**src/rtl/ctrl_pkg.sv**
```systemverilog
// Shared encodings for the multicycle MIPS control unit: state codes,
// opcode/funct values, ALU operation codes and datapath mux selects.
package ctrl_pkg;

    typedef enum logic [3:0] {
        S_FETCH  = 4'd0,
        S_DECODE = 4'd1,
        S_MEMADR = 4'd2,
        S_MEMRD  = 4'd3,
        S_MEMWB  = 4'd4,
        S_MEMWR  = 4'd5,
        S_EXEC   = 4'd6,
        S_ALUWB  = 4'd7,
        S_BRANCH = 4'd8,
        S_ADDIEX = 4'd9,
        S_ADDIWB = 4'd10,
        S_JUMP   = 4'd11
    } state_t;

    localparam logic [5:0] OP_RTYPE = 6'b000000;
    localparam logic [5:0] OP_LW    = 6'b100011;
    localparam logic [5:0] OP_SW    = 6'b101011;
    localparam logic [5:0] OP_BEQ   = 6'b000100;
    localparam logic [5:0] OP_ADDI  = 6'b001000;
    localparam logic [5:0] OP_J     = 6'b000010;

    localparam logic [5:0] FN_ADD = 6'b100000;
    localparam logic [5:0] FN_SUB = 6'b100010;
    localparam logic [5:0] FN_AND = 6'b100100;
    localparam logic [5:0] FN_OR  = 6'b100101;
    localparam logic [5:0] FN_SLT = 6'b101010;
    localparam logic [5:0] FN_NOR = 6'b100111;

    localparam logic [3:0] ALU_AND = 4'b0000;
    localparam logic [3:0] ALU_OR  = 4'b0001;
    localparam logic [3:0] ALU_ADD = 4'b0010;
    localparam logic [3:0] ALU_SUB = 4'b0110;
    localparam logic [3:0] ALU_SLT = 4'b0111;
    localparam logic [3:0] ALU_NOR = 4'b1100;

    localparam logic [1:0] PCSRC_ALURES = 2'b00;
    localparam logic [1:0] PCSRC_ALUOUT = 2'b01;
    localparam logic [1:0] PCSRC_JUMP   = 2'b11;

    localparam logic [1:0] SRCB_B     = 2'b00;
    localparam logic [1:0] SRCB_FOUR  = 2'b01;
    localparam logic [1:0] SRCB_IMM   = 2'b10;
    localparam logic [1:0] SRCB_IMMSH = 2'b11;

endpackage

```
**src/rtl/alu_decoder.sv**
```systemverilog
// R-type funct to ALU operation decoder. Unknown or non-qualified funct
// yields ADD with known_o low so the FSM can raise an exception.
module alu_decoder
    import ctrl_pkg::*;
(
    input  logic [5:0] funct_i,
    input  logic       valid_i,
    output logic [3:0] alu_ctrl_o,
    output logic       known_o
);

    always_comb begin
        alu_ctrl_o = ALU_ADD;
        known_o    = 1'b0;
        if (valid_i) begin
            known_o = 1'b1;
            case (funct_i)
                FN_ADD:  alu_ctrl_o = ALU_ADD;
                FN_SUB:  alu_ctrl_o = ALU_SUB;
                FN_AND:  alu_ctrl_o = ALU_AND;
                FN_OR:   alu_ctrl_o = ALU_OR;
                FN_SLT:  alu_ctrl_o = ALU_SLT;
                FN_NOR:  alu_ctrl_o = ALU_NOR;
                default: known_o    = 1'b0;
            endcase
        end
    end

endmodule

```
**src/rtl/multicycle_control.sv**
```systemverilog
// Moore control FSM for the multicycle MIPS datapath; drives all mux
// selects, enables and ALU opcode, and flags illegal ops / signed overflow.
module multicycle_control
    import ctrl_pkg::*;
(
    input  logic        clk,
    input  logic        rst,
    input  logic [31:0] instruction,
    input  logic        overflow,
    output logic [1:0]  PCSource,
    output logic [1:0]  ALUSrcB,
    output logic        ALUSrcA,
    output logic        RegWrite,
    output logic        RegDst,
    output logic        PCWriteCond,
    output logic        PCWrite,
    output logic        IorD,
    output logic        MemRead,
    output logic        MemWrite,
    output logic        MemToReg,
    output logic        IRWrite,
    output logic [3:0]  ALUControl,
    output logic [3:0]  state,
    output logic        exception
);

    state_t     state_q, state_d;
    logic       exc_q, exc_d;
    logic [5:0] opcode, funct;
    logic [3:0] dec_alu;
    logic       dec_known;
    logic       unused_instr;

    assign opcode       = instruction[31:26];
    assign funct        = instruction[5:0];
    assign unused_instr = ^instruction[25:6];

    alu_decoder u_alu_decoder (
        .funct_i    (funct),
        .valid_i    (state_q == S_EXEC),
        .alu_ctrl_o (dec_alu),
        .known_o    (dec_known)
    );

    always_ff @(posedge clk or posedge rst) begin
        if (rst) begin
            state_q <= S_FETCH;
            exc_q   <= 1'b0;
        end else begin
            state_q <= state_d;
            exc_q   <= exc_d;
        end
    end

    always_comb begin
        state_d     = S_FETCH;
        exc_d       = 1'b0;
        PCSource    = PCSRC_ALURES;
        ALUSrcB     = SRCB_B;
        ALUSrcA     = 1'b0;
        RegWrite    = 1'b0;
        RegDst      = 1'b0;
        PCWriteCond = 1'b0;
        PCWrite     = 1'b0;
        IorD        = 1'b0;
        MemRead     = 1'b0;
        MemWrite    = 1'b0;
        MemToReg    = 1'b0;
        IRWrite     = 1'b0;
        ALUControl  = ALU_AND;
        case (state_q)
            S_FETCH: begin
                MemRead    = 1'b1;
                IRWrite    = 1'b1;
                ALUSrcB    = SRCB_FOUR;
                ALUControl = ALU_ADD;
                PCWrite    = 1'b1;
                state_d    = S_DECODE;
            end
            S_DECODE: begin
                // Branch target is computed speculatively into ALUOut here.
                ALUSrcB    = SRCB_IMMSH;
                ALUControl = ALU_ADD;
                case (opcode)
                    OP_RTYPE:     state_d = S_EXEC;
                    OP_LW, OP_SW: state_d = S_MEMADR;
                    OP_BEQ:       state_d = S_BRANCH;
                    OP_ADDI:      state_d = S_ADDIEX;
                    OP_J:         state_d = S_JUMP;
                    default:      exc_d   = 1'b1;
                endcase
            end
            S_MEMADR: begin
                ALUSrcA    = 1'b1;
                ALUSrcB    = SRCB_IMM;
                ALUControl = ALU_ADD;
                state_d    = (opcode == OP_LW) ? S_MEMRD : S_MEMWR;
            end
            S_MEMRD: begin
                MemRead = 1'b1;
                IorD    = 1'b1;
                state_d = S_MEMWB;
            end
            S_MEMWB: begin
                RegWrite = 1'b1;
                MemToReg = 1'b1;
            end
            S_MEMWR: begin
                MemWrite = 1'b1;
                IorD     = 1'b1;
            end
            S_EXEC: begin
                ALUSrcA    = 1'b1;
                ALUControl = dec_alu;
                // Signed overflow on add/sub suppresses the writeback.
                if (!dec_known || (overflow && (funct == FN_ADD || funct == FN_SUB))) begin
                    exc_d = 1'b1;
                end else begin
                    state_d = S_ALUWB;
                end
            end
            S_ALUWB: begin
                RegWrite = 1'b1;
                RegDst   = 1'b1;
            end
            S_BRANCH: begin
                ALUSrcA     = 1'b1;
                ALUControl  = ALU_SUB;
                PCWriteCond = 1'b1;
                PCSource    = PCSRC_ALUOUT;
            end
            S_ADDIEX: begin
                ALUSrcA    = 1'b1;
                ALUSrcB    = SRCB_IMM;
                ALUControl = ALU_ADD;
                if (overflow) begin
                    exc_d = 1'b1;
                end else begin
                    state_d = S_ADDIWB;
                end
            end
            S_ADDIWB: begin
                RegWrite = 1'b1;
            end
            S_JUMP: begin
                PCWrite  = 1'b1;
                PCSource = PCSRC_JUMP;
            end
            default: state_d = S_FETCH;
        endcase
    end

    assign state     = state_q;
    assign exception = exc_q;

endmodule

```
**config.mk**
```make
export PLATFORM = sky130hd
export DESIGN_NAME = multicycle_control
export DESIGN_NICKNAME = d
export VERILOG_FILES = /design/src/rtl/ctrl_pkg.sv /design/src/rtl/alu_decoder.sv /design/src/rtl/multicycle_control.sv
export SDC_FILE = /design/constraint.sdc
export NUM_CORES = 1
export LEC_CHECK = 0
export CAP_MARGIN = 20
export CORE_ASPECT_RATIO = 0.6
export CORE_UTILIZATION = 29
export CTS_BUF_LIST = sky130_fd_sc_hd__clkbuf_8
export CTS_CLUSTER_SIZE = 20
export DETAILED_ROUTE_END_ITERATION = 8
export GPL_TIMING_DRIVEN = 0
export PLACE_DENSITY = 0.77
export REMOVE_ABC_BUFFERS = 1
export SYNTH_ARGS = -nofsm -noshare
export SYNTH_HDL_FRONTEND = slang
export SYNTH_SLANG_ARGS = --single-unit
```
**constraint.sdc**
```tcl
create_clock -name clk -period 1.3 [get_ports clk]
set_input_delay 0.13 -clock clk [delete_from_list [all_inputs] [get_ports clk]]
set_output_delay 0.13 -clock clk [all_outputs]
set_load 0.02 [all_outputs]
```
* Word-level counts from Yosys, hierarchy flattened *
Index checks and enable logic that the tools add are counted.

operators by class
  equality and inequality tests = 22
  muxes and demuxes = 25
  reductions and logical operators = 16

operators by type and width
  operator            count
  $eq 6x6->1 const B  8
  $pmux 4 s5          2
  $pmux 4 s6          1
  $eq 4x3->1 const B  4
  $eq 4x4->1 const B  4
  $mux 1              15
  $pmux 4 s3          1
  $reduce_or 6->1     2
  $reduce_or 2->1     5
  $eq 4x2->1 const B  2
  $reduce_or 4->1     2
  $eq 6x2->1 const B  1
  $eq 6x3->1 const B  1
  $eq 6x4->1 const B  1
  $logic_not 6->1     1
  $mux 3              2
  $pmux 2 s3          1
  $eq 4x1->1 const B  1
  $logic_not 4->1     1
  $mux 4              1
  $pmux 2 s2          1
  $pmux 1 s3          1
  $reduce_or 3->1     1
  $logic_or 1x1->1    2
  2 further kinds     2

word-level totals
  register bits = 5
  bits of input ports = 35
  word-level logic and storage cells = 65

* Depth between registers and ports, before layout *
  word-level depth = 8
  gate-level depth with buffers = 5

* Hierarchy *
Synthesis repeated with hierarchy kept, for this count alone.

unflattened totals
  cell total of the unflattened synthesis = 94
  area, all modules = 674.4 µm²

by module, submodules not included
  module              times used  cells an instance  area an instance (µm²)  seq. area each (µm²)
  multicycle_control  1           80                 563.0                   125.1
  alu_decoder         1           14                 111.4                   0.0

* Worst setup path after synthesis *
OpenSTA, ideal clock, no wires.

  path kind = register -> output
  from = register state_q[2], in the netlist state[2]
  to = output PCWrite
  arrival = 1.507 ns
  path slack = -0.337 ns
  stages on the path, launching flop included = 5
  path through = dfrtp_1 -> or2_1 -> buf_2 -> nor3_2 -> nand2b_1

on the way
  cells in the longest elaborated chain, start to end = 3

RTL lines
  element                                        RTL line                  source
  from (decl)                                    multicycle_control.sv:27  state_t state_q, state_d;
  from (signal assigned)                         multicycle_control.sv:50  state_q <= state_d;
  $eq 4x4->1 or $logic_not 4->1 (tied branches)  multicycle_control.sv:71  case (state_q)
  $reduce_or 2->1 (no source line) (*)           --
  $mux 1 (*)                                     multicycle_control.sv:71
  to (decl)                                      multicycle_control.sv:16  output logic PCWrite,

Every way passes the cells marked *; elsewhere a longest branch is shown, timed or not.

* Worst setup path in the final report *
  from = register state_q[3], in the netlist state[3]
  to = output PCWrite

Same word-level chain as after synthesis.

==> flow_summary.json <==
{
  "avgSynthCellArea_um2": 7.39,
  "path_clk_slew_ns": 0.04,
  "top_usage_layer": "met2",
  "h-tree-depth": 1,
  "dpl_worst_slack_ns": -0.805,
  "ir_drop_mv": 0.454,
  "multi_input_area_um2": 668,
  "cts_tree": "yes",
  "violations": "negative setup slack",
  "hold_viol_final": 0,
  "cp_max_fo": 4,
  "die_h_um": 38.9,
  "core-area_um2": 1980,
  "required_ns": 1.17,
  "tightest_slew_ns": 0.426,
  "grt.total_usage_pct": 23.3,
  "place_hpwl_um": 1690,
  "gp_congestion": 0.785,
  "antenna_found_initial": 0,
  "wl_per_cell_um": 18.2,
  "antenna_cells": 0,
  "maxCapViolCount": 0,
  "setup_tns_ns": -4.89,
  "clock.fmax_mhz": 605,
  "layout.nets": 194,
  "finalWirelength_um": 3390,
  "syn_inst": 89,
  "clock_latency_ns": 0.23,
  "drt-initial-drc-count": 37,
  "endpoint_kind": "primary output",
  "synthDistinctLibCells": 39,
  "worst_slack_ns": -0.354,
  "hp-class": "in2async",
  "period_minus_slack_ns": 1.65,
  "grt_use_met2_pct": 47.3,
  "synth-async-reset-ratio_pct": 100,
  "fin_skew_ns": 0.00153,
  "post-route-period-util_pct": 127,
  "final_common_cell": "buf_4",
  "die_x_um": 63.5,
  "rsz0062_at_grt": "true",
  "layout_common_cells": "buf_4 (26), buf_6 (24), clkdlybuf4s50_1 (12), nor2_1 (8)",
  "syn-cell-area_um2": 658,
  "cts_buffers": 3,
  "power_density_nw_per_um2": 1260,
  "synth_edf_count": 0,
  "start_kind": "register",
  "grt_pass1_vias": 887,
  "die_area_um2": 2470,
  "cts_hold_buf": 0,
  "cts.path.max_buffers": 2,
  "vias": 1006,
  "seq_area_um2": 130,
  "io_buffers": 37,
  "seq_area_frac_synth_pct": 19.0,
  "ant_nets": 0,
  "use_met1_pct": 25.1,
  "grt-ovfl-total": 0,
  "area_delta_synth_final_pct": 133,
  "fillCellCount": 136,
  "yosysWarningCount": 0,
  "grt_max_degree": 7,
  "cts_root_buffer": "clkbuf_8",
  "dr.pass1.iters": 4,
  "maxSlewViolCount": 0,
  "status": "finished, violations left",
  "grt_pass1_wl_um": 4190,
  "detail_route.vias_per_cell": 5.41,
  "rows": 12,
  "leakage_uw": 0.000689,
  "ys_ff_latch": 5,
  "io_pins": 58,
  "ys.flop_type": "dfrtp_1",
  "cts.sinks": 5,
  "drive_gt1_share_pct": 63.3,
  "setup_violations": 22,
  "worst_ep_arrival_time_ns": 1.52,
  "relSlewSlack_pct": 71.4,
  "gr-usage-met3_pct": 4.41,
  "path_class": "reg2out",
  "drc": 0,
  "initial_core_util_pct": 33.2
}
-- cells in the mapped netlist (2+ instances only) --
| library cell | count | area, um^2 |
|---|---|---|
| dfrtp_1 | 5 | 125 |
| buf_2 | 3 | 15.0 |
| nand2_1 | 6 | 22.5 |
| nand2b_4 | 2 | 27.5 |
| nor2b_1 | 2 | 12.5 |
| o21a_1 | 5 | 37.5 |
| or2_1 | 2 | 12.5 |
| nand2b_1 | 5 | 31.3 |
| nand3_1 | 4 | 20.0 |
| nor2_1 | 13 | 48.8 |
| nor3_1 | 4 | 20.0 |
| inv_1 | 3 | 11.3 |
| o21ai_0 | 5 | 25.0 |
| a21oi_1 | 4 | 20.0 |
| xor2_1 | 2 | 17.5 |
-- per-stage QoR --
stage	total power, uW	hold WS, ns	util [%]	std cells	cell area [um^2]
finish	1930	0.115	77.2	186	1530
global route	2000	0.129	77.2	186	1530
CTS	1620	0.115	65.6	176	1300
detailed placement	1080	0.344	52.3	150	1040
global placement	1060	0.333	52.3	150	1040
floorplan	680	-0.0915	-	85	632
-- what timing repair did --
item	CTS	global route
setup buffers	22	11
endpoints found under the setup margin	27	26
cloned	0	0
gates resized for setup	128	49
pin swaps	2	11
-- worst paths after layout --
kind | start | end | slack [ns] | cells past startpoint
setup / recovery | state[3]$_DFF_PP0_ | PCWrite | -0.35 | 5
hold / removal | rst | exception$_DFF_PP0_ | 0.11 | 2
setup reg to reg | state[3]$_DFF_PP0_ | state[1]$_DFF_PP0_ | -0.17 | 5
hold reg to reg | state[2]$_DFF_PP0_ | state[3]$_DFF_PP0_ | 0.88 | 4
max in group asynchronous | rst | state[0]$_DFF_PP0_ | 0.99 | 2
min in group clk | instruction[0] | state[0]$_DFF_PP0_ | 0.59 | 5
-- worst max-delay path, stage by stage (launching register included) --
cell	delay (ns)
dfrtp_2	0.44
buf_4	0.16
or2_4	0.26
nor3_4	0.16
nand2b_4	0.16
buf_6	0.11
-- report_power, final --
| group | internal, uW | switching, uW | total, uW |
|---|---|---|---|
| sequential | 199 | 56.5 | 256 |
| clock | 207 | 88.4 | 295 |
| combinational | 705 | 678 | 1380 |
| total | 1110 | 823 | 1930 |
-- layer usage --
| layer | share of wire (%) | vias to the layer above |
|---|---|---|
| li1 | - | 455 |
| met1 | 40 | 492 |
| met2 | 52 | 46 |
| met3 | 4.3 | 13 |
| met4 | 3.3 | 0 |
| met5 | 0 | - |
-- final cells by class --
type / instances / share of cell area [%]
multi-input cells: 77 / 43.7
repair buffers: 69 / 41.8
flip-flops and latches: 5 / 8.50
clock buffers: 3 / 2.70
well taps: 28 / 2.29
inverters: 3 / 0.736
clock inverters: 1 / 0.327
-- state kept, by name, summed over array words and instances, names as in the netlist --
signal     count
exception      1
state          4
-- cells by family (layout without fill, tap and decap cells) --
group           count (synthesis)  in the layout  share of synthesized area, %
compound gates                 24             24                          25.5
xor+xnor                        3              3                          3.99
buf+inv                         7             76                          5.70
flops                           5              5                          19.0
mux                             1              1                          1.52
simple gates                   49             49                          44.3
(Power assumes the default switching activity.)
